===== src/rtl/gmem_pkg.sv =====
// Shared definitions for the gmem fill engine: register map, CTRL/STATUS bit
// positions, pixel type, FSM states and the linear address helper.
package gmem_pkg;

    localparam logic [2:0] REG_CTRL      = 3'd0;
    localparam logic [2:0] REG_STATUS    = 3'd1;
    localparam logic [2:0] REG_RECT_POS  = 3'd2;
    localparam logic [2:0] REG_RECT_SIZE = 3'd3;
    localparam logic [2:0] REG_COLOR     = 3'd4;
    localparam logic [2:0] REG_PIXEL     = 3'd5;

    localparam int unsigned CTRL_START_BIT = 0;
    localparam int unsigned CTRL_CLEAR_BIT = 1;
    localparam int unsigned STAT_BUSY_BIT  = 0;
    localparam int unsigned STAT_DONE_BIT  = 1;

    typedef logic [15:0] rgb565_t;

    typedef enum logic {
        ST_IDLE = 1'b0,
        ST_FILL = 1'b1
    } fill_state_t;

    // y*pitch + x, wrapped to the 15-bit gmem word address space
    function automatic logic [14:0] lin_addr(input logic [8:0] y, input logic [8:0] x,
                                             input int unsigned pitch);
        return 15'(32'(y) * pitch + 32'(x));
    endfunction

endpackage


===== src/rtl/gmem_fill_engine_walker.sv =====
// Raster walker: x/y/row_base counters with a last-pixel flag; presents the
// next pixel to emit. Bounds check built only with GMEM_FILL_CLIP_EN.
module gmem_raster_walker
    import gmem_pkg::*;
#(
    parameter int unsigned FB_W = 160,
    parameter int unsigned FB_H = 120
) (
    input  logic        clk,
    input  logic        rst_n,
    input  logic        load,
    input  logic        step,
    input  logic [7:0]  x0,
    input  logic [7:0]  y0,
    input  logic [7:0]  w,
    input  logic [7:0]  h,
    output logic [14:0] nxt_addr,
    output logic        nxt_in_bounds,
    output logic        last
);

    logic [8:0]  cur_x, cur_y, x_start, x_end, y_end;
    logic [8:0]  nxt_x, nxt_y;
    logic [14:0] row_base, nxt_row;

    assign last = (cur_x + 9'd1 == x_end) && (cur_y + 9'd1 == y_end);

    // Only the load uses a multiply; stepping adds FB_W per row.
    always_comb begin
        nxt_x   = cur_x;
        nxt_y   = cur_y;
        nxt_row = row_base;
        if (load) begin
            nxt_x   = {1'b0, x0};
            nxt_y   = {1'b0, y0};
            nxt_row = lin_addr({1'b0, y0}, 9'd0, FB_W);
        end else if (step) begin
            if (cur_x + 9'd1 == x_end) begin
                nxt_x   = x_start;
                nxt_y   = cur_y + 9'd1;
                nxt_row = row_base + 15'(FB_W);
            end else begin
                nxt_x = cur_x + 9'd1;
            end
        end
    end

    assign nxt_addr = nxt_row + {6'b0, nxt_x};

`ifdef GMEM_FILL_CLIP_EN
    assign nxt_in_bounds = (32'(nxt_x) < FB_W) && (32'(nxt_y) < FB_H);
`else
    assign nxt_in_bounds = 1'b1;
`endif

    always_ff @(posedge clk or negedge rst_n) begin
        if (!rst_n) begin
            cur_x    <= '0;
            cur_y    <= '0;
            row_base <= '0;
            x_start  <= '0;
            x_end    <= '0;
            y_end    <= '0;
        end else begin
            cur_x    <= nxt_x;
            cur_y    <= nxt_y;
            row_base <= nxt_row;
            if (load) begin
                x_start <= {1'b0, x0};
                x_end   <= {1'b0, x0} + {1'b0, w};
                y_end   <= {1'b0, y0} + {1'b0, h};
            end
        end
    end

endmodule


===== src/rtl/gmem_fill_engine.sv =====
// Bus-mapped gmem drawing engine: single-pixel writes and rectangle fills.
// Optional GMEM_FILL_CLIP_EN suppresses writes outside the framebuffer.
module gmem_fill_engine
    import gmem_pkg::*;
#(
    parameter int unsigned FB_W = 160,
    parameter int unsigned FB_H = 120
) (
    input  logic        sys_clk_i,
    input  logic        rst_i,
    input  logic        bus_en_i,
    input  logic        bus_we_i,
    input  logic [2:0]  bus_addr_i,
    input  logic [31:0] bus_wdata_i,
    output logic [31:0] bus_rdata_o,
    output logic        bus_ready_o,
    output logic        gmemEn_o,
    output logic        gmemWEn_o,
    output logic [14:0] gmemAddr_o,
    output logic [15:0] gmemWData_o,
    output logic        done_o
);

    fill_state_t state_q, state_nxt;
    logic [7:0]  rect_x0, rect_y0, rect_w, rect_h;
    rgb565_t     color_q, fill_color;
    logic        done_q, ready_q;
    logic [31:0] rdata_q, rdata_nxt;
    logic        wr_en_q, wr_en_nxt;
    logic [14:0] wr_addr_q, wr_addr_nxt;
    rgb565_t     wr_data_q, wr_data_nxt;

    logic        busy, wr_acc, rd_acc, ctrl_wr, start_req, size_zero, start_go, pix_wr;
    logic        step, fill_end, pix_in;
    logic [7:0]  pix_x, pix_y;
    logic [14:0] walk_addr;
    logic        walk_in, walk_last;

    assign busy      = (state_q == ST_FILL);
    assign wr_acc    = bus_en_i & bus_we_i & ready_q;
    assign rd_acc    = bus_en_i & ~bus_we_i;
    assign ctrl_wr   = wr_acc && (bus_addr_i == REG_CTRL);
    assign start_req = ctrl_wr && bus_wdata_i[CTRL_START_BIT];
    assign size_zero = (rect_w == '0) || (rect_h == '0);
    assign start_go  = start_req && !size_zero && !busy;
    assign pix_wr    = wr_acc && (bus_addr_i == REG_PIXEL);
    assign pix_x     = bus_wdata_i[23:16];
    assign pix_y     = bus_wdata_i[31:24];

`ifdef GMEM_FILL_CLIP_EN
    assign pix_in = (32'(pix_x) < FB_W) && (32'(pix_y) < FB_H);
`else
    assign pix_in = 1'b1;
`endif

    gmem_raster_walker #(.FB_W(FB_W), .FB_H(FB_H)) u_walker (
        .clk           (sys_clk_i),
        .rst_n         (rst_i),
        .load          (start_go),
        .step          (step),
        .x0            (rect_x0),
        .y0            (rect_y0),
        .w             (rect_w),
        .h             (rect_h),
        .nxt_addr      (walk_addr),
        .nxt_in_bounds (walk_in),
        .last          (walk_last)
    );

    always_comb begin
        state_nxt = state_q;
        step      = 1'b0;
        fill_end  = 1'b0;
        case (state_q)
            ST_IDLE: if (start_go) state_nxt = ST_FILL;
            ST_FILL: begin
                if (walk_last) begin
                    state_nxt = ST_IDLE;
                    fill_end  = 1'b1;
                end else begin
                    step = 1'b1;
                end
            end
            default: state_nxt = ST_IDLE;
        endcase
    end

    // The first fill pixel is registered on the accepting edge itself.
    always_comb begin
        wr_en_nxt   = 1'b0;
        wr_addr_nxt = wr_addr_q;
        wr_data_nxt = wr_data_q;
        if (start_go || step) begin
            wr_en_nxt   = walk_in;
            wr_addr_nxt = walk_addr;
            wr_data_nxt = start_go ? color_q : fill_color;
        end else if (pix_wr) begin
            wr_en_nxt   = pix_in;
            wr_addr_nxt = lin_addr({1'b0, pix_y}, {1'b0, pix_x}, FB_W);
            wr_data_nxt = bus_wdata_i[15:0];
        end
    end

    always_comb begin
        rdata_nxt = '0;
        case (bus_addr_i)
            REG_STATUS: begin
                rdata_nxt[STAT_DONE_BIT] = done_q;
                rdata_nxt[STAT_BUSY_BIT] = busy;
            end
            REG_RECT_POS:  rdata_nxt[15:0] = {rect_y0, rect_x0};
            REG_RECT_SIZE: rdata_nxt[15:0] = {rect_h, rect_w};
            REG_COLOR:     rdata_nxt[15:0] = color_q;
            default:       rdata_nxt = '0;
        endcase
    end

    always_ff @(posedge sys_clk_i or negedge rst_i) begin
        if (!rst_i) state_q <= ST_IDLE;
        else        state_q <= state_nxt;
    end

    always_ff @(posedge sys_clk_i or negedge rst_i) begin
        if (!rst_i) begin
            rect_x0    <= '0;
            rect_y0    <= '0;
            rect_w     <= '0;
            rect_h     <= '0;
            color_q    <= '0;
            fill_color <= '0;
            done_q     <= 1'b0;
            ready_q    <= 1'b0;
            rdata_q    <= '0;
            wr_en_q    <= 1'b0;
            wr_addr_q  <= '0;
            wr_data_q  <= '0;
        end else begin
            ready_q   <= (state_nxt == ST_IDLE);
            wr_en_q   <= wr_en_nxt;
            wr_addr_q <= wr_addr_nxt;
            wr_data_q <= wr_data_nxt;
            if (rd_acc) rdata_q <= rdata_nxt;
            if (wr_acc) begin
                case (bus_addr_i)
                    REG_RECT_POS:  {rect_y0, rect_x0} <= bus_wdata_i[15:0];
                    REG_RECT_SIZE: {rect_h, rect_w}   <= bus_wdata_i[15:0];
                    REG_COLOR:     color_q            <= bus_wdata_i[15:0];
                    default: ;
                endcase
            end
            if (start_go) fill_color <= color_q;
            // Clear before start: a zero-size start re-sets done after the clear.
            if (fill_end) begin
                done_q <= 1'b1;
            end else if (ctrl_wr) begin
                if (bus_wdata_i[CTRL_CLEAR_BIT]) done_q <= 1'b0;
                if (start_req && size_zero)      done_q <= 1'b1;
            end
        end
    end

    assign bus_rdata_o = rdata_q;
    assign bus_ready_o = ready_q;
    assign gmemEn_o    = wr_en_q;
    assign gmemWEn_o   = wr_en_q;
    assign gmemAddr_o  = wr_addr_q;
    assign gmemWData_o = wr_data_q;
    assign done_o      = done_q;

endmodule


===== config.mk =====
export PLATFORM = sky130hd
export DESIGN_NAME = gmem_fill_engine
export DESIGN_NICKNAME = d
export VERILOG_FILES = /design/src/rtl/gmem_pkg.sv /design/src/rtl/gmem_fill_engine_walker.sv /design/src/rtl/gmem_fill_engine.sv
export SDC_FILE = /design/constraint.sdc
export NUM_CORES = 1
export LEC_CHECK = 0
export ABC_AREA = 1
export CAP_MARGIN = 15
export CORE_UTILIZATION = 40
export DETAILED_ROUTE_END_ITERATION = 8
export PLACE_DENSITY = 0.71
export SLEW_MARGIN = 25
export SYNTH_ARGS = -nofsm -noshare
export SYNTH_HDL_FRONTEND = slang
export SYNTH_HIERARCHICAL = 1
export SYNTH_SLANG_ARGS = --single-unit
export TNS_END_PERCENT = 5

===== constraint.sdc =====
create_clock -name sys_clk_i -period 5.85 [get_ports sys_clk_i]
set_input_delay 0.585 -clock sys_clk_i [delete_from_list [all_inputs] [get_ports sys_clk_i]]
set_output_delay 0.585 -clock sys_clk_i [all_outputs]
set_load 0.1 [all_outputs]

Word-level counts from Yosys, hierarchy flattened
Index checks and enable logic that the tools add are counted.
{"block": "word_totals", "output_inout_bits": 67, "inputBits": 39, "wordCells": 93, "register_bits": 174}
{"block": "op_classes", "n_mux": 28, "eq_ne": 7, "add_sub_neg": 7, "bitwise_logic": 6, "multipliers": 2, "n_reduce_logical": 24}
{"operator": "2-to-1 mux 15 bit", "count": 5}
{"operator": "2-to-1 mux 9 bit", "count": 6}
{"operator": "2-to-1 mux 16 bit", "count": 3}
{"operator": "case mux 14 bit (3 select lines)", "count": 1}
{"operator": "multiplier 8 x 3 -> 10 bit, second input constant", "count": 2}
{"operator": "adder 8 x 8 -> 9 bit", "count": 2}
{"operator": "adder 9 x 1 -> 9 bit, second input constant", "count": 2}
{"operator": "equality test 9 bit", "count": 2}
{"operator": "zero test 8 bit", "count": 2}
{"operator": "adder 15 x 8 -> 15 bit", "count": 1}
{"operator": "adder 15 x 8 -> 15 bit, second input constant", "count": 1}
{"operator": "adder 15 x 9 -> 15 bit", "count": 1}
{"operator": "2-to-1 mux 1 bit", "count": 11}
{"operator": "AND reduction 2 bit", "count": 5}
{"operator": "case mux 2 bit (4 select lines)", "count": 1}
{"operator": "nonzero test 2 bit", "count": 4}
{"operator": "logical AND 1 bit", "count": 7}
{"operator": "equality test 3 x 2 -> 1 bit, second input constant", "count": 2}
{"operator": "equality test 3 bit, second input constant", "count": 2}
{"operator": "AND 1 bit", "count": 3}
{"operator": "equality test 3 x 1 -> 1 bit, second input constant", "count": 1}
{"operator": "zero test 3 bit", "count": 1}
{"operator": "NOT 1 bit", "count": 3}
{"operator": "nonzero test 3 bit", "count": 1}
{"operator": "other kinds (3)", "count": 5}

Depth between registers and ports, before layout
Gate-level depths: netlist of run 1.
{"block": "depth", "depth_word": 9, "mapped_depth": 41, "mapped_depth_nobuf": 38}

Modules after synthesis
Netlist of run 1, hierarchy kept.
{"mod": "gmem_fill_engine", "area_each_um2": 5834.3, "cells_per_inst": 696, "seq_area_each_um2": 2877.8, "instances": 1}
{"mod": "gmem_raster_walker", "area_each_um2": 4877.2, "cells_per_inst": 689, "seq_area_each_um2": 1476.4, "instances": 1}

Least setup slack after synthesis of run 1
No wires, ideal clock.
{"block": "synth_timing", "kind": "reg-to-reg", "from": "reg u_walker.cur_x[0]", "to": "reg wr_addr_q[13], in the netlist gmemAddr_o[13]", "t_arrival_ns": 4.711, "required_time_ns": 5.730, "path_buffers": 3, "stages_incl_launch_ff": 40, "setup_time_ns": 0.120, "period_less_slack_ns": 4.831, "slack_ns": 1.019, "cell_sequence": "dfrtp_1 > ha_1 > nand2_1 > nand2_1 > nor2_1 > nand3_1 > nor2_1 > nand3_1 > nor2_2 > nand3_1 > clkbuf_1 > nor4_1 > nor2_1 > clkbuf_1 > inv_1 > clkbuf_1 > a21oi_1 > o21ai_0 > [... 4 more ...] > a21oi_1 > inv_1 > a31oi_1 > o21ai_0 > nand2_1 > nand2_1 > a21oi_1 > nor2_1 > nand3_1 > nand2_2 > nand3b_1 > nand2_1 > inv_1 > nand2_1 > nand2_1 > inv_1 > nand2_1 > nand2_1"}
{"block": "synth_between", "elab_chain_len": 9, "word_cells_on_any_way": 15, "classes_between": "2 x add/sub; 1 x eq/ne; 9 x mux; 3 x reduce/logical"}
{"item": "from (decl)", "line": "gmem_fill_engine_walker.sv:22", "rtl": "logic [8:0] cur_x, cur_y, x_start, x_end, y_end;"}
{"item": "from (signal assigned)", "line": "gmem_fill_engine_walker.sv:65", "rtl": "cur_x <= nxt_x;"}
{"item": "adder 9 x 1 -> 9 bit", "line": "gmem_fill_engine_walker.sv:26", "rtl": "assign last = (cur_x + 9'd1 == x_end) && (cur_y + 9'd1 == y_end);"}
{"item": "equality test 9 bit", "line": "gmem_fill_engine_walker.sv:26"}
{"item": "logical AND 1 bit", "line": "gmem_fill_engine_walker.sv:26"}
{"item": "named net walk_last", "line": "gmem_fill_engine.sv:37", "rtl": "logic walk_in, walk_last;"}
{"item": "2-to-1 mux 1 bit", "line": "gmem_fill_engine.sv:77", "rtl": "if (walk_last) begin"}
{"item": "2-to-1 mux 1 bit", "line": "gmem_fill_engine.sv:74", "rtl": "case (state_q)"}
{"item": "named net step", "line": "gmem_fill_engine.sv:34", "rtl": "logic step, fill_end, pix_in;"}
{"item": "2-to-1 mux 9 bit", "line": "gmem_fill_engine_walker.sv:37", "rtl": "end else if (step) begin"}
{"item": "2-to-1 mux 9 bit", "line": "gmem_fill_engine_walker.sv:33", "rtl": "if (load) begin"}
{"item": "named net u_walker.nxt_x[2]", "line": "gmem_fill_engine_walker.sv:23", "rtl": "logic [8:0] nxt_x, nxt_y;"}
{"item": "adder 15 x 9 -> 15 bit", "line": "gmem_fill_engine_walker.sv:48", "rtl": "assign nxt_addr = nxt_row + {6'b0, nxt_x};"}
{"item": "named net walk_addr[13]", "line": "gmem_fill_engine.sv:36", "rtl": "logic [14:0] walk_addr;"}
{"item": "2-to-1 mux 15 bit", "line": "gmem_fill_engine.sv:93", "rtl": "if (start_go || step) begin"}
{"item": "to (signal assigned)", "line": "gmem_fill_engine.sv:140", "rtl": "wr_addr_q <= wr_addr_nxt;"}
{"item": "to (decl)", "line": "gmem_fill_engine.sv:30", "rtl": "logic [14:0] wr_addr_q, wr_addr_nxt;"}
The timed path passes the listed nets, and every way through them passes these cells.
A chain may end at the register's enable or synchronous reset.

Worst setup path after layout of run 1
Same ends and word-level chain as after synthesis.

==> metrics.cfg, run 1 <==
[status]
status = finished with violations
violated_checks = DRC

[sta]
rsz0062_at_grt = no
timing.fmax_mhz = 192
fin_worst_skew_ns = 0.0147
max_slew.worst_pin.slew_ns = 1.00
pins_over_slew_limit = 0
timing.slew.headroom_pct = 32.9
timing.final.hold_violations = 0
totalNegativeSetupSlack_ns = 0
timing.final.crit_period_ns = 5.22
post-route-period-util_pct = 89.2
report.final.setup_viol = 0

[logic_synthesis]
yosys_warnings = 6
seq_total_area_yosys_pct = 40.6
synth-seq-cells = 174
async_reset_ff_share_pct = 100
avgSynthCellArea_sq_um = 7.73
synth-edff-count = 0
syn-cell-area_sq_mm = 0.0107
ys.flop_type = dfrtp_1
synthCells = 1385
number_of_distinct_library_cell_variants_in_the_gate_level_netlist_after_synthesis = 51

[worst_setup_path]
crit_slowest_cell = nor2_1
cp-startpoint = u_walker/cur_x[0]$_DFF_PN0_
regToRegEndpoint = gmemAddr_o[13]$_DFFE_PN0P_
worstReg2RegStart = u_walker/cur_x[0]$_DFF_PN0_
critPathMaxStageDelay_ns = 0.49
timing.critical_path.to_type = register
r2r_setup_slack_ns = 0.63
critPathLaunchType = register
cp_data_required_time_ns = 6.18
timing.critical_path.to = gmemAddr_o[13]$_DFFE_PN0P_
path_class = register to register
crit_arrival_ns = 5.55
crit_path_max_fanout = 13
r2r_cell_count = 32
timing.critical_path.mode_cell = nand2_1

[global_route]
number_of_global_route_vias_before_repair = 8692
antenna_found_initial = 0
global_route_wire_length_before_repair_um = 45600
grt.total_usage_pct = 20.7
grt-ovfl-total = 0
grt_max_degree = 75

[power_and_ir_drop]
post-layout-total-power_mw = 2.64
internal_power_mw = 1.86
ratio_of_total_power_to_cell_area_mw_per_mm2 = 212
peakVddDrop_mv = 0.191
p_switching_mw = 0.774
pwr-share-clk_pct = 44.8
p_leak_nw = 6.01
switching_share_pct = 29.3
share_comb_of_total_power_pct = 9.3
seqPwrFrac_pct = 45.9

[cts]
htreeDepth = 4
numCtsBuffers = 17
cts_hold_buffers = 0
clk_latency_ns = 0.44
ctsLongestPathBuffers = 2
clk_pin_slew_ns = 0.08
post_cts_buffers = 0
gates_resized_cts_repair = 0
cts.root.buffer_cell = clkbuf_16
tritoncts = done
cts_num_sinks = 174

[detailed_routing]
drt_iter0_drc = 778
drtPass1Iterations = 8
route.vias.total = 9331
detail_route.drc_violations = 6
vias_per_cell = 5.17
drt.antenna.violating_nets = 0
drt-wirelength-per-cell_um = 15.3
detail_route.wirelength_um = 27700

[die]
dieHeight_um = 166
floorplan.core_area_sq_mm = 0.0261
floorplan.initialDensity_pct = 41.0
io_pins = 106
die-area_sq_mm = 0.0274
die_x_um = 166
core.rowCount = 59

[cells_and_area]
mostFrequentLayoutCells = nand2_1, dfrtp_1, inv_1, nor2_1, o21ai_0
postLayoutCellArea_sq_mm = 0.0124
final_common_cell = nand2_1
drive_above_1_share_pct = 6.80
flow.area_growth_from_synthesis_pct = 16.0
fin_nets = 1558
n_antenna_cell = 0

[job]
maxCapViolCount = 0

[placed_design]
gp_routability_congestion = 0.902
post-dp-hpwl_um = 21100
port_buffers = 89
detailed_place.area_sq_mm = 0.0118

[hold_path]
holdCritPathClass = input port to asynchronous set/reset pin

final cells by class:
| cell class | count | area, sq um |
|---|---|---|
| Sequential cell | 174 | 4350 |
| Inverter | 177 | 667 |
| Clock buffer | 17 | 425 |
| Tap cell | 335 | 419 |
| Clock inverter | 15 | 198 |
| Multi-Input combinational cell | 989 | 5390 |
| Timing Repair Buffer | 99 | 971 |
| Fill cell | 2540 | 13700 |
flip-flops by register name (all words and copies together) (netlist names), 15 cells and up:
name,cells
bus_rdata_o,16
color_q,16
fill_color,16
gmemAddr_o,15
gmemWData_o,16
u_walker/row_base,15
critical path, delay by kind of cell (launching register included):
| family | cells | cell delay (ns) |
|---|---|---|
| simple gates | 22 | 2.90 |
| buf+inv | 7 | 0.68 |
| compound gates | 1 | 0.43 |
| flops | 1 | 0.45 |
| fa+ha+maj | 2 | 0.65 |
per-stage QoR:
| step | instances | hold WS [ns] | utilization, % | setup WS, ns |
|---|---|---|---|---|
| after global placement | 1773 | 0.451 | 45.1 | 0.974 |
| after global routing | 1806 | 0.209 | 47.5 | 0.251 |
| after detailed placement | 1774 | 0.469 | 45.2 | 0.711 |
| after CTS | 1806 | 0.175 | 47.5 | 0.689 |
| after floorplan | 1400 | 0.289 | - | 1.02 |
| final | 1806 | 0.147 | 47.5 | 0.629 |
how the worst min path moves through the flow:
stage                                    startpoint                               to  cells past startpoint
floorplan                                     rst_i       bus_rdata_o[0]$_DFFE_PN0P_                      0
global placement    u_walker/x_start[4]$_DFFE_PN0P_  u_walker/x_start[4]$_DFFE_PN0P_                      2
detailed placement  u_walker/x_start[3]$_DFFE_PN0P_  u_walker/x_start[3]$_DFFE_PN0P_                      2
CTS                                           rst_i      gmemWData_o[13]$_DFFE_PN0P_                      1
global route                                  rst_i      gmemWData_o[13]$_DFFE_PN0P_                      1
finish                                        rst_i      gmemWData_o[13]$_DFFE_PN0P_                      1
cells in the mapped netlist (all sizes together), types with 3 or more instances:
cell type  count  area [sq um]
nand2        399          1540
inv          177           667
dfrtp        174          4350
nor2         113           479
o21ai        109           546
nand3         80           405
ha            55           688
a21oi         53           299
buf           36           268
clkbuf        24          90.1
nand4         24           171
o211ai        21           158
xor2          20           175
o21a          17           128
xnor2         11          96.3
nand3b         9          80.1
nor3           9          72.6
o31ai          7          52.6
a221oi         6          52.6
a22oi          6          45.0
a31oi          6          43.8
fa             6           120
a22o           5          43.8
o21bai         3          22.5
o22ai          3          18.8
or2            3          18.8
cell families (layout without fill, tap and decap cells):
kind of cell / Yosys count / count (layout) / share of synthesized area, %
AO/OA/AOI/OAI: 240 / 240 / 13.4
adder cells (fa/ha/maj): 61 / 61 / 7.55
other: 2 / 17 / 0.0701
flip-flops: 174 / 174 / 40.6
AND/OR/NAND/NOR: 639 / 639 / 26.0
buffers and inverters: 237 / 308 / 9.57
XOR/XNOR: 32 / 32 / 2.74
power groups by stage:
stage,logic [mW],clock network [mW],registers [mW]
CTS,0.248,1.20,1.21
finish,0.246,1.18,1.21
detailed placement,0.247,0,1.23
floorplan,0.131,0,1.27
global route,0.269,1.26,1.21
global placement,0.246,0,1.23
metal layers:
| metal | part of all wire [%] | wire [um] | vias up | GRT usage [%] |
|---|---|---|---|---|
| met3 | 4.5 | 1260 | 31 | 2.37 |
| met1 | 47 | 13100 | 4409 | 29.5 |
| met2 | 46 | 12900 | 267 | 33.2 |
| met5 | 0 | 0 | - | 0 |
| li1 | - | - | 4624 | - |
| met4 | 1.5 | 422 | 0 | 5.85 |
(Power assumes the default switching activity.)
==> run 2, diff against run 1 <==
--- a/config.mk
+++ b/config.mk
@@ -7,9 +7,9 @@
 export LEC_CHECK = 0
 export ABC_AREA = 1
 export CAP_MARGIN = 15
-export CORE_UTILIZATION = 40
+export CORE_UTILIZATION = 45
 export DETAILED_ROUTE_END_ITERATION = 8
-export PLACE_DENSITY = 0.71
+export PLACE_DENSITY = 0.77
 export SLEW_MARGIN = 25
 export SYNTH_ARGS = -nofsm -noshare
 export SYNTH_HDL_FRONTEND = slang
==> metrics.cfg, run 2 (same netlist as run 1, synthesis figures left out) <==
[status]
status = completed

[cts]
gates_resized_cts_repair = 0
cts_hold_buffers = 0
numCtsBuffers = 17
clk_pin_slew_ns = 0.09
cts.root.buffer_cell = clkbuf_16
cts_num_sinks = 174
post_cts_buffers = 0
tritoncts = done
htreeDepth = 4
clk_latency_ns = 0.44
ctsLongestPathBuffers = 2

[sta]
max_slew.worst_pin.slew_ns = 0.996
timing.fmax_mhz = 187
report.final.setup_viol = 0
timing.slew.headroom_pct = 33.4
timing.final.hold_violations = 0
fin_worst_skew_ns = 0.0197
timing.final.crit_period_ns = 5.35
rsz0062_at_grt = no
post-route-period-util_pct = 91.4
pins_over_slew_limit = 0
totalNegativeSetupSlack_ns = 0

[die]
dieHeight_um = 156
die_x_um = 156
die-area_sq_mm = 0.0244
floorplan.initialDensity_pct = 45.8
core.rowCount = 56
io_pins = 106
floorplan.core_area_sq_mm = 0.0234

[cells_and_area]
final_common_cell = nand2_1
utilization_pct = 53.0
n_antenna_cell = 0
flow.area_growth_from_synthesis_pct = 15.8
fin_nets = 1556
drive_above_1_share_pct = 6.67
mostFrequentLayoutCells = nand2_1, dfrtp_1, inv_1, nor2_1, o21ai_0

[worst_setup_path]
critical-path-top-delay-family = simple AND/OR/NAND/NOR gates
path_class = register to register
crit_arrival_ns = 5.67
critPathLaunchType = register
crit_path_max_fanout = 16
crit_slowest_cell = nor4_1
critPathMaxStageDelay_ns = 0.55
cp_data_required_time_ns = 6.18
critical_path_buf_inv_count = 6
timing.critical_path.to_type = register
timing.critical_path.mode_cell = nand2_1

[global_route]
grt-ovfl-total = 0
grt.total_usage_pct = 23.4
antenna_found_initial = 0
global_route_wire_length_before_repair_um = 45000
number_of_global_route_vias_before_repair = 8939
grt_max_degree = 68

[placed_design]
port_buffers = 89
post-dp-hpwl_um = 20500
gp_routability_congestion = 0.918

[detailed_routing]
drt.antenna.violating_nets = 0
route.met3.wl_um = 1440
route.vias.total = 9257
drtPass1Iterations = 5
detail_route.drc_violations = 0
drt_iter0_drc = 613
detail_route.wirelength_um = 27200
drt-wirelength-per-cell_um = 15.2
wl_met1_um = 12800
dr.max_layer_used = met4
total_met2_wirelength_after_detailed_routing_um = 12500
vias_per_cell = 5.18

[power_and_ir_drop]
peakVddDrop_mv = 0.194
p_leak_nw = 6.00
ratio_of_total_power_to_cell_area_mw_per_mm2 = 212

[hold_path]
holdCritPathClass = input port to asynchronous set/reset pin

[job]
maxCapViolCount = 0

[run 2: power breakdown]
part	switching, mW	internal, mW	leakage (nW)
Combinational	0.182	0.0645	3.64
Sequential	0.00326	1.21	2.06
Clock	0.581	0.591	0.303
Total	0.767	1.86	6.00
[run 2: metrics by stage]
step	cell area, sq um	hold slack, ns	setup slack (ns)	std cells	power (mW)
6_report	12400	0.131	0.504	1788	2.63
4_1_cts	12400	0.142	0.460	1788	2.64
5_1_grt	12400	0.171	0.0510	1788	2.71
3_5_place_dp	11800	0.455	0.495	1756	1.48
3_3_place_gp	11800	0.452	0.857	1756	1.48
2_1_floorplan	10800	0.289	1.02	1400	1.40
[run 2: worst paths after layout]
| check | end | from | depth (start not counted) | slack (ns) |
|---|---|---|---|---|
| worst max-delay path | gmemAddr_o[13]$_DFFE_PN0P_ | u_walker/cur_x[0]$_DFF_PN0_ | 34 | 0.50 |
| worst min-delay path | gmemWData_o[10]$_DFFE_PN0P_ | rst_i | 1 | 0.13 |
| worst max register to register | gmemAddr_o[13]$_DFFE_PN0P_ | u_walker/cur_x[0]$_DFF_PN0_ | 34 | 0.50 |
| worst min register to register | u_walker/x_start[4]$_DFFE_PN0P_ | u_walker/x_start[4]$_DFFE_PN0P_ | 2 | 0.47 |
| max in group asynchronous | gmemAddr_o[7]$_DFFE_PN0P_ | rst_i | 2 | 4.42 |
| min in group sys_clk_i | u_walker/x_start[4]$_DFFE_PN0P_ | u_walker/x_start[4]$_DFFE_PN0P_ | 2 | 0.47 |
[run 2: per-layer routing]
metal / vias to the layer above / track usage [%]
met1: 4315 / 33.3
met5: - / 0
met3: 23 / 3.82
met4: 0 / 6.07
li1: 4630 / -
met2: 289 / 36.9
[run 2: worst reg2reg max path: cells and delay by family (launching register included)]
kind,cells,cell delay [ns]
and+or+nand+nor,24,3.05
adders and majority gates,2,0.69
buffers and inverters,6,0.64
DFF,1,0.44
AOI/OAI and AO/OA,2,0.42
[run 2: cell type report]
class | instances | area, sq um
well taps | 319 | 399
inverters | 177 | 667
clock buffers | 17 | 425
repair buffers | 97 | 965
clock inverters | 15 | 201
fillers | 2223 | 11000
multi-input cells | 989 | 5390
flip-flops and latches | 174 | 4350
